$ cat config.mk
export PLATFORM = sky130hd
export DESIGN_NAME = clk_div_multi_flat
export DESIGN_NICKNAME = d
export VERILOG_FILES = /design/src/rtl/clk_div_multi_if.sv /design/src/rtl/clk_div_multi.sv /design/src/flat_wrapper.sv
export SDC_FILE = /design/constraint.sdc
export NUM_CORES = 1
export LEC_CHECK = 0
export BUFFER_PORTS_ARGS = -buffer_cell sky130_fd_sc_hd__buf_2
export CORE_MARGIN = 10
export CORE_UTILIZATION = 55
export CTS_CLUSTER_DIAMETER = 80
export DETAILED_ROUTE_END_ITERATION = 8
export GPL_ROUTABILITY_DRIVEN = 1
export HOLD_SLACK_MARGIN = 0.08
export PLACE_DENSITY = 0.8
export SKIP_CTS_REPAIR_TIMING = 1
export SYNTH_ARGS = -nofsm -noshare
export SYNTH_HDL_FRONTEND = slang
export SYNTH_SLANG_ARGS = --single-unit
$ cat constraint.sdc
create_clock -name clk_in -period 2.36 [get_ports clk_in]
set_clock_uncertainty 0.05 [all_clocks]
set_input_delay 0.236 -clock clk_in [delete_from_list [all_inputs] [get_ports clk_in]]
set_output_delay 0.236 -clock clk_in [all_outputs]
set_load 0.1 [all_outputs]
$ cat src/rtl/clk_div_multi_if.sv
// Control/status bundle for the multi-channel clock divider.
// master drives the controls and observes the divided outputs; slave is the divider itself.
interface clk_div_multi_if #(
  parameter int unsigned NUM_CH = 2,
  parameter int unsigned W      = 8
);
  localparam int unsigned CHW = (NUM_CH > 1) ? $clog2(NUM_CH) : 1;

  logic              en;
  logic              sync_clr;
  logic              load;
  logic [CHW-1:0]    load_ch;
  logic [W-1:0]      load_div;
  logic [NUM_CH-1:0] clk_out;
  logic [NUM_CH-1:0] tick;
  logic [NUM_CH-1:0] pend;

  modport master (
    output en, sync_clr, load, load_ch, load_div,
    input  clk_out, tick, pend
  );

  modport slave (
    input  en, sync_clr, load, load_ch, load_div,
    output clk_out, tick, pend
  );
endinterface

$ cat src/rtl/clk_div_multi.sv
// Multi-channel programmable clock divider: per channel a divided square wave and a
// one-cycle tick per period. Reloaded ratios wait for a period boundary before taking effect.
module clk_div_multi #(
  parameter int unsigned NUM_CH  = 2,
  parameter int unsigned W       = 8,
  parameter int unsigned DEF_DIV = 8
) (
  input  logic           clk_in,
  input  logic           reset,
  clk_div_multi_if.slave bus
);
  localparam int unsigned CHW = (NUM_CH > 1) ? $clog2(NUM_CH) : 1;

  logic [W-1:0]      cnt_q      [NUM_CH];
  logic [W-1:0]      div_act_q  [NUM_CH];
  logic [W-1:0]      div_pend_q [NUM_CH];
  logic [NUM_CH-1:0] pend_q;
  logic [NUM_CH-1:0] clk_out_q;
  logic [NUM_CH-1:0] tick_q;

  logic [W-1:0]      last_cnt   [NUM_CH];
  logic [W-1:0]      fall_cnt   [NUM_CH];
  logic [NUM_CH-1:0] load_hit;
  logic [W-1:0]      load_val;

  always_comb begin
    load_val = (bus.load_div < W'(2)) ? W'(2) : bus.load_div;
    for (int i = 0; i < int'(NUM_CH); i++) begin
      last_cnt[i] = div_act_q[i] - W'(1);
      // Falling edge after the high half: H = floor(N/2), so odd N spends the extra cycle low.
      fall_cnt[i] = (div_act_q[i] >> 1) - W'(1);
      // Out-of-range channel numbers match no channel and are dropped here.
      load_hit[i] = bus.load && (32'(bus.load_ch) == 32'(i));
    end
  end

  always_ff @(posedge clk_in or posedge reset) begin
    if (reset) begin
      for (int i = 0; i < int'(NUM_CH); i++) begin
        cnt_q[i]      <= '0;
        div_act_q[i]  <= W'(DEF_DIV);
        div_pend_q[i] <= W'(DEF_DIV);
      end
      pend_q    <= '0;
      clk_out_q <= '0;
      tick_q    <= '0;
    end else begin
      for (int i = 0; i < int'(NUM_CH); i++) begin
        if (bus.sync_clr) begin
          cnt_q[i]     <= '0;
          clk_out_q[i] <= 1'b0;
          tick_q[i]    <= 1'b0;
          pend_q[i]    <= 1'b0;
          // A load on the clearing edge is newer than any pending ratio.
          if (load_hit[i]) begin
            div_act_q[i] <= load_val;
          end else if (pend_q[i]) begin
            div_act_q[i] <= div_pend_q[i];
          end
        end else begin
          tick_q[i] <= 1'b0;
          if (bus.en) begin
            if (cnt_q[i] == last_cnt[i]) begin
              cnt_q[i]     <= '0;
              tick_q[i]    <= 1'b1;
              clk_out_q[i] <= 1'b1;
              if (pend_q[i]) begin
                div_act_q[i] <= div_pend_q[i];
                pend_q[i]    <= 1'b0;
              end
            end else begin
              cnt_q[i] <= cnt_q[i] + W'(1);
              if (cnt_q[i] == fall_cnt[i]) begin
                clk_out_q[i] <= 1'b0;
              end
            end
          end
          // Placed last so a load coinciding with a wrap stays pending for the next wrap.
          if (load_hit[i]) begin
            div_pend_q[i] <= load_val;
            pend_q[i]     <= 1'b1;
          end
        end
      end
    end
  end

  assign bus.clk_out = clk_out_q;
  assign bus.tick    = tick_q;
  assign bus.pend    = pend_q;

endmodule
$ cat src/flat_wrapper.sv
// flat-port wrapper written by rule: the top's interface ports become plain ports
module clk_div_multi_flat 
#(
  parameter int unsigned NUM_CH  = 2,
  parameter int unsigned W       = 8,
  parameter int unsigned DEF_DIV = 8
)
  (clk_in, reset, bus_en, bus_sync_clr, bus_load, bus_load_ch, bus_load_div, bus_clk_out, bus_tick, bus_pend);
  clk_div_multi_if #(.NUM_CH(NUM_CH), .W(W)) bus_i ();
  input  logic clk_in;
  input  logic reset;
  input wire logic [$bits(bus_i.en)-1:0] bus_en;
  input wire logic [$bits(bus_i.sync_clr)-1:0] bus_sync_clr;
  input wire logic [$bits(bus_i.load)-1:0] bus_load;
  input wire logic [$bits(bus_i.load_ch)-1:0] bus_load_ch;
  input wire logic [$bits(bus_i.load_div)-1:0] bus_load_div;
  output wire logic [$bits(bus_i.clk_out)-1:0] bus_clk_out;
  output wire logic [$bits(bus_i.tick)-1:0] bus_tick;
  output wire logic [$bits(bus_i.pend)-1:0] bus_pend;
  assign bus_i.en = bus_en;
  assign bus_i.sync_clr = bus_sync_clr;
  assign bus_i.load = bus_load;
  assign bus_i.load_ch = bus_load_ch;
  assign bus_i.load_div = bus_load_div;
  assign bus_clk_out = bus_i.clk_out;
  assign bus_tick = bus_i.tick;
  assign bus_pend = bus_i.pend;
  clk_div_multi #(.NUM_CH(NUM_CH), .W(W), .DEF_DIV(DEF_DIV)) u_core (.clk_in(clk_in), .reset(reset), .bus(bus_i));
endmodule
==> summary.txt, run 1 <==
CTS
-----------------------------------------------------------------------------------------
Clock latency on the worst-skew pair                                              0.31 ns
Clock-pin transition on the worst setup and hold timing paths                     0.10 ns
CTS Buf Count                                                                           5
# H-tree levels                                                                         2
CTS Sinks                                                                              54
Root Buffer Master                                                           sky130_fd_sc_hd__clkbuf_8
CTS tree                                                                             done
Longest Clk Path Bufs                                                                   2

STA
-----------------------------------------------------------------------------------------
Maximum achievable frequency                                                      443 MHz
Worst hold slack                                                                 0.128 ns
Max Slew Vio Count                                                                      0
Unrepaired setup endpoints after global routing                                       yes
Final period demand of the worst path                                             2.26 ns
Worst slew pin tran                                                              0.531 ns
Slew HR                                                                             0.645
Setup violators final                                                                   0
Count of endpoints failing hold in the final timing report                              0
Period Utilization, post-route                                                      0.957

DETAILED ROUTING
-----------------------------------------------------------------------------------------
Iter 0 DRT Violations                                                                 221
Count of nets left with antenna violations after detail routing                         0
Via count normalized by instance count                                               5.98
Vias                                                                                 2782
Drt first pass iters                                                                    4
DR DRC count                                                                            0
Post-detailed-route wirelength per cell                                           16.3 um
Wire length after detailed routing                                                7600 um

CRITICAL PATH
-----------------------------------------------------------------------------------------
Data arrival, critical path                                                       2.44 ns
Critical Path Slowest Stage Cell                                             sky130_fd_sc_hd__or3_4
Kind of end point of the critical path                                          flip-flop
Worst Reg-to-Reg Cells                                                                  9
Critical Path Max Stage Delay                                                     0.38 ns
Req. time, crit path                                                              2.54 ns
Largest fanout on the critical path                                                     8
Setup slack of the worst register-to-register path                                0.10 ns
Kind of critical path                                                          reg -> reg
CP cell instances                                                            inv_1 -> ha_1 -> nor2b_2 -> or3_4 -> a31oi_4 -> nand4_1 -> a22oi_2 -> buf_6 -> a2bb2oi_1
Cell family with most CP delay                                               simple AND/OR/NAND/NOR gates
Worst setup SP type                                                             flip-flop
Worst reg2reg path endpoint                                                  u_core.div_act_q[8]
Count of buffer and inverter cells on the critical path                                 2
Origin of the critical flop-to-flop path                                     u_core.div_act_q[9]

FINISH
-----------------------------------------------------------------------------------------
Antenna cells                                                                           0
Number of nets in the final layout                                                    410
Final standard cell utilization of the core                                         0.635
Share of post-route cells with drive strength above 1                               0.197
Synthesis-to-layout area growth                                                     11.6%

GRT
-----------------------------------------------------------------------------------------
Via count of the first global-routing pass                                           2678
GRT Total Usage                                                                     0.151
Maximum number of pins on one net before global-route repair                           32
Overflow left after global routing                                                      0
Wire length of the first global-routing pass                                     12500 um
Number of antenna violations at the first check in global routing                       0

DIE
-----------------------------------------------------------------------------------------
Standard-cell rows                                                                     28
Total I/O pin count                                                                    20
Vertical die dimension                                                            98.3 um
DIE AREA                                                                     0.00966 sq mm
Core area                                                                    0.00592 sq mm
Initial core utilization                                                            0.569
Die X                                                                             98.3 um

MIN PATH
-----------------------------------------------------------------------------------------
Worst Min Path Start                                                         bus_load_div[3]
Path category of the worst min-delay check                                      in -> reg
Number of cells on the worst hold path                                                  3
Endpoint with the worst hold slack                                           u_core.div_pend_q[11]

LOGIC SYNTHESIS
-----------------------------------------------------------------------------------------
Gate Count Post-Synth                                                                 369
Post-synth cell types                                                                  56
Proportion of register bits with asynchronous set or reset after synthesis           1.00
Number of enable-type register cells in the synthesized netlist                         0
Synth Net Count                                                                       389
Sequential area share after synthesis                                               0.403
Most used DFF post-synth                                                     sky130_fd_sc_hd__dfrtp_1
Number of synthesis warnings                                                            0
Area of the mapped netlist                                                   0.00337 sq mm
Flip-flop and latch count after synthesis                                              54
Mean Syn Cell Area                                                             9.13 sq um

PWR
-----------------------------------------------------------------------------------------
Maximum vdd drop                                                                   428 uV
Static leakage power                                                              1.65 nW
Power density relative to cell area                                           702 mW/mm^2

RUN
-----------------------------------------------------------------------------------------
Number of maximum-capacitance constraint violations                                     0

PLACE
-----------------------------------------------------------------------------------------
Routability Congestion                                                              0.876
HPWL after DPL                                                                    5500 um
I/O Buffers                                                                            19

STATUS
-----------------------------------------------------------------------------------------
Result of the run                                                               completed

report_power, final:
part	total [mW]	switching [mW]	internal, mW
Combinational	0.899	0.458	0.440
Sequential	1.23	0.172	1.06
Clock	0.508	0.305	0.203
flip-flops by register name (all words and copies together) (netlist names):
signal              flops
u_core.bus.tick         2
u_core.cnt_q           16
u_core.div_pend_q      16
u_core.bus.clk_out      2
u_core.div_act_q       16
u_core.bus.pend         2
layer usage:
layer	share of wire	up-vias	global-route usage
met5	0	-	0
met1	0.46	1328	0.197
met2	0.48	95	0.248
met4	0.011	0	0.0452
li1	-	1348	-
met3	0.049	11	0.0240
worst reg2reg max path, delay by kind of cell (launching register included):
family,cells,cell delay [ns]
and+or+nand+nor,3,0.76
AOI/OAI and AO/OA,3,0.60
DFF,1,0.36
buffers and inverters,2,0.21
adders and majority gates,1,0.20
logic make-up after synthesis:
group / synth area share
fa+ha+maj: 0.0223
mux: 0.0201
simple gates: 0.204
flops: 0.403
compound gates: 0.176
buf+inv: 0.0512
xor+xnor: 0.124
placed cells by master (no fill, tap or decap), drive strengths merged, types with 2 or more instances in the layout:
master / synthesis / layout
o22ai: 18 / 18
o2bb2a: 2 / 2
nand4: 8 / 8
nand2: 42 / 42
nor4b: 2 / 2
o21ai: 13 / 13
nor3b: 2 / 2
nor4: 6 / 6
ha: 6 / 6
dfstp: 4 / 4
nand2b: 5 / 5
nor2b: 5 / 5
xor2: 22 / 22
nand3: 12 / 12
clkbuf: 9 / 5
mux2: 6 / 6
o21a: 2 / 2
a2bb2oi: 14 / 14
inv: 16 / 16
a31oi: 5 / 5
and3: 7 / 7
xnor2: 23 / 23
dfrtp: 50 / 50
buf: 15 / 37
a21oi: 14 / 14
nor2: 25 / 25
nor3: 4 / 4
or3: 3 / 3
nand3b: 3 / 3
or2: 3 / 3
clkinvlp: 0 / 2
and3b: 3 / 3
cell type report:
class | instances | area, sq um
Clock buffer | 5 | 68.8
Timing Repair Buffer | 38 | 256
Multi-Input combinational cell | 275 | 1910
Fill cell | 481 | 2160
Clock inverter | 2 | 15.0
Tap cell | 75 | 93.8
Inverter | 16 | 60.1
Sequential cell | 54 | 1360
metrics by stage:
step | power, mW | setup TNS (ns) | setup slack [ns] | std cells | area (sq um)
3_3_place_gp | 2.04 | 0 | 0.143 | 455 | 3580
4_1_cts | 2.58 | 0 | 0.00399 | 462 | 3660
5_1_grt | 2.79 | -0.177 | -0.0406 | 465 | 3760
6_report | 2.64 | 0 | 0.100 | 465 | 3760
3_5_place_dp | 2.07 | 0 | 0.0255 | 455 | 3580
2_1_floorplan | 1.85 | 0 | 0.133 | 369 | 3370
worst max-delay path by stage:
stage,slack [ns],cells after the start,endpoint,start
floorplan,0.13,10,u_core.div_act_q[3],u_core.div_act_q[2]
global placement,0.14,8,u_core.bus.clk_out[1],u_core.div_act_q[0]
detailed placement,0.03,8,u_core.div_act_q[11],u_core.div_act_q[9]
CTS,0.004,8,u_core.div_act_q[11],u_core.div_act_q[9]
global route,-0.04,9,u_core.div_act_q[8],u_core.div_act_q[9]
finish,0.10,9,u_core.div_act_q[8],u_core.div_act_q[9]
Yosys cell counts, drive strengths merged (4+ instances only):
cell	instances	area [sq um]
nand2b	5	31.3
o21ai	13	65.1
buf	15	77.6
clkbuf	9	35.0
inv	16	60.1
nand2	42	158
nor3	4	20.0
dfrtp	50	1250
nand4	8	50.1
and3	7	43.8
xor2	22	193
nor2	25	93.8
nor4	6	50.0
a31oi	5	31.3
a21oi	14	70.1
dfstp	4	105
mux2	6	67.6
xnor2	23	201
o22ai	18	113
nor2b	5	31.3
nand3	12	60.1
a2bb2oi	14	123
ha	6	75.1
Note: power is estimated with default switching activity, not from simulation.
==> run 2: changes to the inputs <==
--- a/config.mk
+++ b/config.mk
@@ -7,12 +7,12 @@
 export LEC_CHECK = 0
 export BUFFER_PORTS_ARGS = -buffer_cell sky130_fd_sc_hd__buf_2
 export CORE_MARGIN = 10
-export CORE_UTILIZATION = 55
+export CORE_UTILIZATION = 66
 export CTS_CLUSTER_DIAMETER = 80
 export DETAILED_ROUTE_END_ITERATION = 8
 export GPL_ROUTABILITY_DRIVEN = 1
 export HOLD_SLACK_MARGIN = 0.08
-export PLACE_DENSITY = 0.8
+export PLACE_DENSITY = 0.89
 export SKIP_CTS_REPAIR_TIMING = 1
 export SYNTH_ARGS = -nofsm -noshare
 export SYNTH_HDL_FRONTEND = slang
==> constraint.sdc (replaced) <==
create_clock -name clk_in -period 2.6 [get_ports clk_in]
set_clock_uncertainty 0.05 [all_clocks]
set_input_delay 0.26 -clock clk_in [delete_from_list [all_inputs] [get_ports clk_in]]
set_output_delay 0.26 -clock clk_in [all_outputs]
set_load 0.1 [all_outputs]
==> run 2 against run 1 <==
  * Utilization increased by 12 points
  * Cell area fell by 2.8%
  * Final cell count down 3.0%
  * First-iteration DRC count grew 67%
  * Clock-buffer cell count increased by 1
  * Combinational power down 17%
  * Hold slack worse by 0.078 ns
  * Via count rose by 3.9%
  * Sequential power fell by 7%
  * Largest cell class unchanged
==> summary.txt, run 2 (synthesis results as in run 1) <==
CTS
--------------------------------------------------------------------------------
Longest Clk Path Bufs                                                          2   unchanged
CTS tree                                                                    done
Root Buffer Master                                                  sky130_fd_sc_hd__clkbuf_8
# H-tree levels                                                                2   unchanged
CTS Buf Count                                                                  5   unchanged
CTS Sinks                                                                     54   unchanged
Clock latency on the worst-skew pair                                     0.32 ns   about the same
Clock-pin transition on the worst setup and hold timing paths            0.10 ns   about the same

CRITICAL PATH
--------------------------------------------------------------------------------
Count of buffer and inverter cells on the critical path                        1   -1
Critical Path Slowest Stage Cell                                    sky130_fd_sc_hd__dfrtp_2
Critical Path Max Stage Delay                                            0.43 ns   +0.05 ns
Largest fanout on the critical path                                            8   unchanged
Worst setup SP type                                                    flip-flop
Setup slack of the worst register-to-register path                       0.12 ns   +0.02 ns
CP cell instances                                                   inv_1 -> ha_1 -> nor2b_1 -> or3_1 -> a31oi_2 -> a41o_2 -> a21boi_4 -> a2bb2oi_1
Data arrival, critical path                                              2.68 ns   +0.24 ns
Cell family with most CP delay                                      compound AO/OA/AOI/OAI gates
Worst Reg-to-Reg Cells                                                         8   -1
Total number of cells along the worst setup path                               8   -1
Kind of critical path                                                 reg -> reg
Kind of end point of the critical path                                 flip-flop
Req. time, crit path                                                     2.79 ns   +0.25 ns

STA
--------------------------------------------------------------------------------
Period Utilization, post-route                                             0.955   -0.00262
Final period demand of the worst path                                    2.48 ns   +0.223 ns
Setup violators final                                                          0   unchanged
Unrepaired setup endpoints after global routing                               no
TNS Setup                                                                   0 ns   unchanged
Maximum achievable frequency                                             403 MHz   -9.0%
Slew HR                                                                    0.556   -0.0890
Max Slew Vio Count                                                             0   unchanged
Count of endpoints failing hold in the final timing report                     0   unchanged
Worst slew pin tran                                                     0.666 ns   +0.134 ns

GRT
--------------------------------------------------------------------------------
Via count of the first global-routing pass                                  2746   +2.5%
Number of antenna violations at the first check in global routing              0   unchanged
Wire length of the first global-routing pass                            13400 um   +7.2%
Maximum number of pins on one net before global-route repair                  55   +72%
GRT Total Usage                                                            0.190   +0.0393
Overflow left after global routing                                             0   unchanged

PWR
--------------------------------------------------------------------------------
Total power draw                                                         2.42 mW   -8.3%
Maximum vdd drop                                                          494 uV   +16%
Static leakage power                                                     1.62 nW   -1.9%
Power density relative to cell area                                  663 mW/mm^2   -5.7%

DETAILED ROUTING
--------------------------------------------------------------------------------
Count of nets left with antenna violations after detail routing                0   unchanged
Drt first pass iters                                                           5   +1
Iter 0 DRT Violations                                                        368   +67%
DR DRC count                                                                   0   unchanged
Vias                                                                        2890   +3.9%
Wire length after detailed routing                                       8090 um   +6.5%
Via count normalized by instance count                                      6.41   +7.1%
Post-detailed-route wirelength per cell                                  17.9 um   +9.8%

PLACE
--------------------------------------------------------------------------------
I/O Buffers                                                                   19   unchanged
Routability Congestion                                                     0.930   +6.2%
HPWL after DPL                                                           5510 um   +0.15%

DIE
--------------------------------------------------------------------------------
DIE AREA                                                            0.00836 sq mm   -13%
Vertical die dimension                                                   91.5 um   -6.9%
Standard-cell rows                                                            25   -11%
Initial core utilization                                                   0.695   +0.126
Total I/O pin count                                                           20   unchanged
Core area                                                           0.00485 sq mm   -18%
Die X                                                                    91.5 um   -6.9%

FINISH
--------------------------------------------------------------------------------
Number of nets in the final layout                                           403   -1.7%
Commonest cells after routing, fill and taps aside                  sky130_fd_sc_hd__dfrtp_1 (48), sky130_fd_sc_hd__nand2_1 (41), sky130_fd_sc_hd__nor2_1 (25)
Final standard cell utilization of the core                                0.754   +0.119
Synthesis-to-layout area growth                                            8.47%
Share of post-route cells with drive strength above 1                      0.177   -0.0204
Most common library cell in the layout ignoring fill and taps       sky130_fd_sc_hd__dfrtp_1
Antenna cells                                                                  0   unchanged
Registers with the most flip-flops                                  u_core.cnt_q (16), u_core.div_act_q (16), u_core.div_pend_q (16)

RUN
--------------------------------------------------------------------------------
Number of maximum-capacitance constraint violations                            0   unchanged

STATUS
--------------------------------------------------------------------------------
Result of the run                                                      completed

MIN PATH
--------------------------------------------------------------------------------
Path category of the worst min-delay check                           in -> async

run 2: changes by cell type in the layout (fill, tap and decap cells not counted), moves of 2 or more:
cell                         change
sky130_fd_sc_hd__dfrtp_2         +2
sky130_fd_sc_hd__dfrtp_1         -2
sky130_fd_sc_hd__buf_4           -4
sky130_fd_sc_hd__clkinvlp_4      -2
run 2: metrics by stage:
| step | cell area, sq um | hold slack (ns) | setup slack, ns | cells |
|---|---|---|---|---|
| finish | 3650 | 0.0501 | 0.117 | 451 |
| global route | 3650 | 0.112 | 0.00818 | 451 |
| CTS | 3590 | 0.0844 | 0.0253 | 446 |
| detailed placement | 3490 | 0.402 | 0.0759 | 438 |
| global placement | 3490 | 0.396 | 0.240 | 438 |
| floorplan | 3370 | 0.293 | 0.373 | 369 |
run 2: power breakdown:
| group | internal (mW) | switching (mW) |
|---|---|---|
| logic | 0.350 | 0.396 |
| clock network | 0.227 | 0.303 |
| registers | 0.966 | 0.180 |
| total | 1.54 | 0.878 |
run 2: layout make-up:
| class | instances | area, sq um |
|---|---|---|
| multi-input cells | 275 | 1860 |
| flip-flops and latches | 54 | 1360 |
| fillers | 333 | 1190 |
| repair buffers | 31 | 185 |
| well taps | 67 | 83.8 |
| clock buffers | 6 | 82.6 |
| inverters | 16 | 60.1 |
| clock inverters | 2 | 20.0 |
run 2: worst register-to-register path, stage by stage (launching register included):
cell,delay [ns]
sky130_fd_sc_hd__dfrtp_2,0.43
sky130_fd_sc_hd__inv_1,0.09
sky130_fd_sc_hd__ha_1,0.22
sky130_fd_sc_hd__nor2b_1,0.17
sky130_fd_sc_hd__or3_1,0.39
sky130_fd_sc_hd__a31oi_2,0.25
sky130_fd_sc_hd__a41o_2,0.29
sky130_fd_sc_hd__a21boi_4,0.30
sky130_fd_sc_hd__a2bb2oi_1,0.20
run 2: final timing paths:
| kind | from | to |
|---|---|---|
| setup / recovery | u_core.div_act_q[0] | u_core.div_act_q[6] |
| hold / removal | reset | u_core.div_pend_q[7] |
| setup reg to reg | u_core.div_act_q[0] | u_core.div_act_q[6] |
| hold reg to reg | u_core.div_pend_q[11] | u_core.div_pend_q[11] |
| max in group asynchronous | reset | u_core.div_act_q[9] |
| min in group clk_in | bus_load_div[3] | u_core.div_pend_q[11] |
run 2: per-layer routing:
layer	vias up	track usage	routed length [um]
met3	14	0.0370	513
li1	1336	-	-
met4	0	0.0574	125
met5	-	0	0
met2	128	0.310	3940
met1	1412	0.247	3510
